==> src/rtl/seq_shift_right.sv <==
// Iterative right shifter: one bit position per clock, logical or arithmetic fill.
// Launched by a start pulse in IDLE; signals completion with a one-cycle done pulse.
module seq_shift_right #(
  parameter int unsigned WIDTH   = 32,
  parameter int unsigned SHAMT_W = 5
) (
  input  logic               clk,
  input  logic               rst_n,
  input  logic               start,
  input  logic [WIDTH-1:0]   In,
  input  logic [SHAMT_W-1:0] shamt,
  input  logic               arith,
  output logic [WIDTH-1:0]   Out,
  output logic               busy,
  output logic               done
);

  typedef enum logic [1:0] {
    IDLE,
    SHIFT,
    DONE
  } state_t;

  state_t             state, state_nxt;
  logic [SHAMT_W-1:0] cnt;
  logic               fill_mode;
  logic               fill;

  always_ff @(posedge clk) begin
    if (!rst_n) state <= IDLE;
    else        state <= state_nxt;
  end

  always_comb begin
    state_nxt = state;
    case (state)
      IDLE:    if (start) state_nxt = SHIFT;
      SHIFT:   if (cnt == '0) state_nxt = DONE;
      DONE:    state_nxt = IDLE;
      default: state_nxt = IDLE;
    endcase
  end

  // Sign fill reads the current MSB, which still holds the latched sign bit.
  assign fill = fill_mode & Out[WIDTH-1];

  always_ff @(posedge clk) begin
    if (!rst_n) begin
      Out       <= '0;
      cnt       <= '0;
      fill_mode <= 1'b0;
    end else begin
      case (state)
        IDLE: begin
          if (start) begin
            Out       <= In;
            cnt       <= shamt;
            fill_mode <= arith;
          end
        end
        SHIFT: begin
          if (cnt != '0) begin
            Out <= {fill, Out[WIDTH-1:1]};
            cnt <= cnt - SHAMT_W'(1);
          end
        end
        default: ;
      endcase
    end
  end

  assign busy = (state == SHIFT);
  assign done = (state == DONE);

endmodule

==> config.mk <==
export PLATFORM = sky130hd
export DESIGN_NAME = seq_shift_right
export DESIGN_NICKNAME = d
export VERILOG_FILES = /design/src/rtl/seq_shift_right.sv
export SDC_FILE = /design/constraint.sdc
export NUM_CORES = 1
export LEC_CHECK = 0
export ABC_AREA = 0
export CAP_MARGIN = 20
export CORE_MARGIN = 5
export CORE_UTILIZATION = 48
export CTS_BUF_LIST = sky130_fd_sc_hd__clkbuf_8
export CTS_CLUSTER_SIZE = 14
export DETAILED_ROUTE_END_ITERATION = 6
export GPL_ROUTABILITY_DRIVEN = 0
export HOLD_SLACK_MARGIN = 0.12
export PLACE_DENSITY = 0.85
export SETUP_SLACK_MARGIN = 0.05
export SYNTH_ARGS = -nofsm -noshare
export SYNTH_HDL_FRONTEND = slang
export SYNTH_SLANG_ARGS = --single-unit
==> constraint.sdc <==
create_clock -name clk -period 3.2 [get_ports clk]
set_input_delay 0.64 -clock clk [delete_from_list [all_inputs] [get_ports clk]]
set_output_delay 0.64 -clock clk [all_outputs]
set_load 0.05 [all_outputs]
## Yosys cells after proc, flatten, opt, wreduce, memory -nomap -nowiden

Cells that the tools add are included.

- Register bits: 40
- Input bits: 41
- Output and inout port bits: 34
- Logic and storage cells: 27

- $add $sub $neg: 1
- Eq/ne operators: 5
- Muxes and demuxes: 9
- Bitwise operators: 1
- Reduce and logical (&&, ||, !) cells: 7

Operators by type and width:

| cell | number |
|---|---|
| 32-bit 2-to-1 mux | 2 |
| 32-bit case mux with 2 select lines | 1 |
| 5-bit 2-to-1 mux | 2 |
| 5-bit case mux with 2 select lines | 1 |
| 5-bit logical NOT | 1 |
| 5-bit nonzero test | 1 |
| 5-bit by 1-bit subtractor with 5-bit output, second input constant | 1 |
| 2-bit 2-to-1 mux | 2 |
| 2-bit by 1-bit != test with 1-bit output, second input constant | 2 |
| 2-bit case mux with 2 select lines | 1 |
| 2-bit AND reduction | 2 |
| 3-bit AND reduction | 1 |
| 2-bit by 1-bit == test with 1-bit output, second input constant | 1 |
| 2-bit == test, second input constant | 1 |
| 2-bit logical NOT | 1 |
| 2-bit != test, second input constant | 1 |
| 2-bit nonzero test | 1 |
| 1-bit AND | 1 |

## Logic depth before layout (Yosys ltp)

- Depth after elaboration: 3
- Depth in mapped cells: 7
- Gate-level depth less buffers: 6

## Worst setup path before layout

Ideal clock, no wire load.

- Path kind: reg2out
- From: register state[0]
- To: output busy
- Arrival time: 1.272 ns
- Required time: 2.560 ns
- Slack: 1.288 ns
- Cell stages (with the launch flop): 4
- Path buffers: 1
- Path through: dfxtp_1 -> nand2b_1 -> inv_2 -> buf_1

- Word-level cells in the longest chain between the ends: 1

Ends and longest elaborated chain:

| item | line | RTL |
|---|---|---|
| from (decl) | 24 | `state_t state, state_nxt;` |
| from (signal assigned) | 31 | `else state <= state_nxt;` |
| 2-bit by 1-bit == test with 1-bit output | 72 | `assign busy = (state == SHIFT);` |
| to (decl) | 14 | `output logic busy,` |

No other way between the ends.

## Worst setup path in the final report

- From: register state[1]
- To: output done

- Word-level cells in the longest chain between the ends: 1

Ends and longest elaborated chain:

| item | line | RTL |
|---|---|---|
| 2-bit == test | 73 | `assign done = (state == DONE);` |
| to (decl) | 15 | `output logic done` |

No other way between the ends.

==> results.sh <==
export IMPL_final_max_slew_violation_count=0
export IMPL_drt_vias_per_instance=5.406
export IMPL_start_util_pct=50.20
export IMPL_ys_seq_elements=40
export IMPL_path_type_of_the_worst_min_delay_path="reg2reg"
export IMPL_ys_seq_area_share_pct=43.24
export IMPL_critPathKind="reg2out"
export IMPL_number_of_hold_violations_in_the_final_report=0
export IMPL_cp_arrival_ns=1.72
export IMPL_cts_hold_fix_buffers=0
export IMPL_clock_skew_final_ns=0.003848
export IMPL_synth_cells_most_frequent="nand2_1 (68), dfxtp_1 (40), nand3_1 (24)"
export IMPL_crit_cells=2
export IMPL_netlist_top_cell_by_area="dfxtp_1"
export IMPL_cts_setup_buffers=0
export IMPL_drc_markers=0
export IMPL_cp_cell_sequence="nor2b_1, clkdlybuf4s50_1"
export IMPL_tightest_slew_ns=0.6392
export IMPL_synth_top_family_by_area="simple AND/OR/NAND/NOR gates"
export IMPL_fin_tns_setup_ns=0
export IMPL_clkLatencyLatePin_ns=0.29
export IMPL_post_synth_fa_ha_maj_area_fraction_pct=0.6757
export IMPL_worst_setup_path_end_kind="output pin"
export IMPL_cts_buffers=5
export IMPL_fin_crit_ns=2.362
export IMPL_grt_total_usage_pct=18.22
export IMPL_fp_dieH_um=72.11
export IMPL_grt_max_degree=74
export IMPL_max_cap_violations=0
export IMPL_dp_hpwl_um=3258
export IMPL_worstPathBufferInverterCount=1
export IMPL_holdWs_ns=0.4976
export IMPL_layout_worst_path_cycle_share_pct=73.82
export IMPL_detailed_route_iter0_violations=166
export IMPL_antennaDiodeCount=0
export IMPL_p_per_area_mw_per_mm2=681.8
export IMPL_synth_ff_type="dfxtp_1"
export IMPL_worst_ep_required_time_ns=2.56
export IMPL_timing_critical_path_max_delay_family="buffers and inverters"
export IMPL_crit_reg2reg_launch="cnt[0]$_SDFFE_PN0P_"
export IMPL_netlist_instances=228
export IMPL_die_area_mm2=0.005200
export IMPL_cts_tree="yes"
export IMPL_number_of_placement_rows=22
export IMPL_regToRegEndpoint="cnt[0]$_SDFFE_PN0P_"
export IMPL_route_vias_total=1849
export IMPL_cts_htree_levels=2
export IMPL_worst_path_largest_cell_delay_ns=0.81
export IMPL_grt_antenna_before_repair=0
export IMPL_antenna_violating_nets_post_route=0
export IMPL_post_synthesis_cell_area_mm2=0.001852
export IMPL_final_instance_count_excl_fill=342
export IMPL_ir_drop_uv=339.3
export IMPL_timing_critical_path_to="done"
export IMPL_drt_first_pass_iters=4
export IMPL_asyncSetResetFlopFracSynth_pct=0
export IMPL_grt_first_pass_wirelength_um=7672
export IMPL_synth_largest_type_area_fraction_pct=43.24
export IMPL_r2r_cells=7
export IMPL_synth_area_top_cells="dfxtp_1 (43%), nand2_1 (14%), o211a_1 (12%), nand3_1 (6.5%), a311oi_1 (3.8%)"
export IMPL_post_synth_xor_area_fraction_pct=0
export IMPL_post_synth_and_or_nand_nor_area_fraction_pct=27.30
export IMPL_cp_start_kind="register"
export IMPL_numClockSinks=40
export IMPL_synth_yosys_warnings=0
export IMPL_port_buffer_count=74
export IMPL_muxShareOfSynthArea_pct=1.149
export IMPL_number_of_global_route_vias_before_repair=1737
export IMPL_synth_compound_area_share_pct=22.23
export IMPL_path_max_fanout=6
export IMPL_synth_most_common_cell="nand2_1"
export IMPL_num_fill_cells=314
export IMPL_worst_path_max_delay_cell="clkdlybuf4s50_1"
export IMPL_mappedNetlistNets=270
export IMPL_final_net_count=336
export IMPL_design_power_uw=1855
export IMPL_clk_transition_reported_paths_ns=0.07
export IMPL_detail_route_wl_per_cell_um=13.68
export IMPL_maxSlewHeadroom_pct=57.32
export IMPL_globalRoute_totalOverflow=0
export IMPL_core_area_mm2=0.003689
export IMPL_drive_above_1_share_pct=5.782
export IMPL_syn_to_final_growth_pct=46.89
export IMPL_synth_avg_cell_area_um2=8.122
export IMPL_synth_edf_count=0
export IMPL_clockBufferDepth=2
export IMPL_setup_violations_final=0
export IMPL_leak_pwr_uw=0.001253
export IMPL_grt_setup_unrepaired="false"
export IMPL_wirelength_um=4677
export IMPL_max_clock_freq_mhz=423.4
export IMPL_die_w_um=72.11
export IMPL_run_status="completed"
export IMPL_dp_cells=335
export IMPL_worst_r2r_setup_slack_ns=1.24
export IMPL_ys_types=36
export IMPL_worstSetupStartpoint="state[1]$_SDFFE_PN0P_"
export IMPL_post_cts_resized=0
export IMPL_floorplan_io_pins=75
export IMPL_cts_root_buf="clkbuf_8"
## registers in the layout, indices dropped and copies added, names as in the netlist
| name | count |
|---|---|
| Out | 32 |
| fill_mode | 1 |
| state | 2 |
| cnt | 5 |
## placed cells by master (no fill, tap or decap), drive strengths merged
cell	netlist	routed
o211a	23	23
nor4b	1	1
clkbuf	8	7
o21ai	2	2
a211oi	2	2
nor2	11	11
a21oi	5	5
inv	4	4
a41o	1	1
buf	10	4
and2	2	2
nand3	24	24
nand2b	1	1
ha	1	1
nand2	68	68
mux2	1	1
o22ai	1	1
clkinv	1	1
nand3b	1	1
clkdlybuf4s50	0	73
mux2i	1	1
a31o	1	1
and3	1	1
o21a	2	2
a311oi	8	8
nor2b	3	3
a221oi	1	1
or3	1	1
nor3b	1	1
dfxtp	40	40
or3b	1	1
o31ai	1	1
## worst min path at each step
| stage | startpoint | endpoint | slack, ns | depth (start not counted) |
|---|---|---|---|---|
| floorplan | cnt[2]$_SDFFE_PN0P_ | cnt[2]$_SDFFE_PN0P_ | 0.48 | 2 |
| global placement | Out[31]$_SDFFE_PN0P_ | Out[30]$_SDFFE_PN0P_ | 0.48 | 2 |
| detailed placement | Out[1]$_SDFFE_PN0P_ | Out[0]$_SDFFE_PN0P_ | 0.49 | 2 |
| CTS | Out[1]$_SDFFE_PN0P_ | Out[0]$_SDFFE_PN0P_ | 0.50 | 2 |
| global route | Out[3]$_SDFFE_PN0P_ | Out[2]$_SDFFE_PN0P_ | 0.54 | 2 |
| finish | Out[1]$_SDFFE_PN0P_ | Out[0]$_SDFFE_PN0P_ | 0.50 | 2 |
## cell families (layout without fill, tap and decap cells)
logic type      count (synthesis)  count (layout)
compound gates                 47              47
mux                             2               2
simple gates                  115             115
flops                          40              40
buf+inv                        23              89
fa+ha+maj                       1               1
## power by group
group	internal, uW	switching (uW)
Sequential	591	75.1
Clock	192	161
Combinational	317	519
Total	1100	754
## per-layer routing
layer | share of wire, % | GRT usage, % | vias up | wire length (um)
met3 | 9.4 | 7.064 | 6 | 441
met2 | 44 | 29.02 | 58 | 2075
met1 | 45 | 22.69 | 861 | 2109
li1 | - | - | 924 | -
met5 | 0 | 0 | - | 0
met4 | 1.1 | 5.637 | 0 | 51
## final cells by class
cell class / count / area (um^2) / share of cell area [%]
multi-input combinational: 165 / 958.4 / 35.23
sequential: 40 / 800.8 / 29.44
timing repair buffer: 77 / 785.8 / 28.89
clock buffer: 7 / 96.34 / 3.542
tap: 48 / 60.06 / 2.208
inverter: 5 / 18.77 / 0.6900
## per-stage QoR
| step | setup slack [ns] | area [um^2] | util (%) |
|---|---|---|---|
| after floorplan | 1.288 | 1852 | - |
| after global placement | 0.9166 | 2624 | 71.13 |
| after detailed placement | 0.8299 | 2624 | 71.13 |
| after CTS | 0.8136 | 2720 | 73.74 |
| after global routing | 0.7292 | 2720 | 73.74 |
| final | 0.8379 | 2720 | 73.74 |
## tightest hold or removal path: stages (launching register included)
cell	delay, ns
dfxtp_1	0.32
nand2_1	0.06
a311oi_1	0.07
Power figures use the tool's default switching activity.
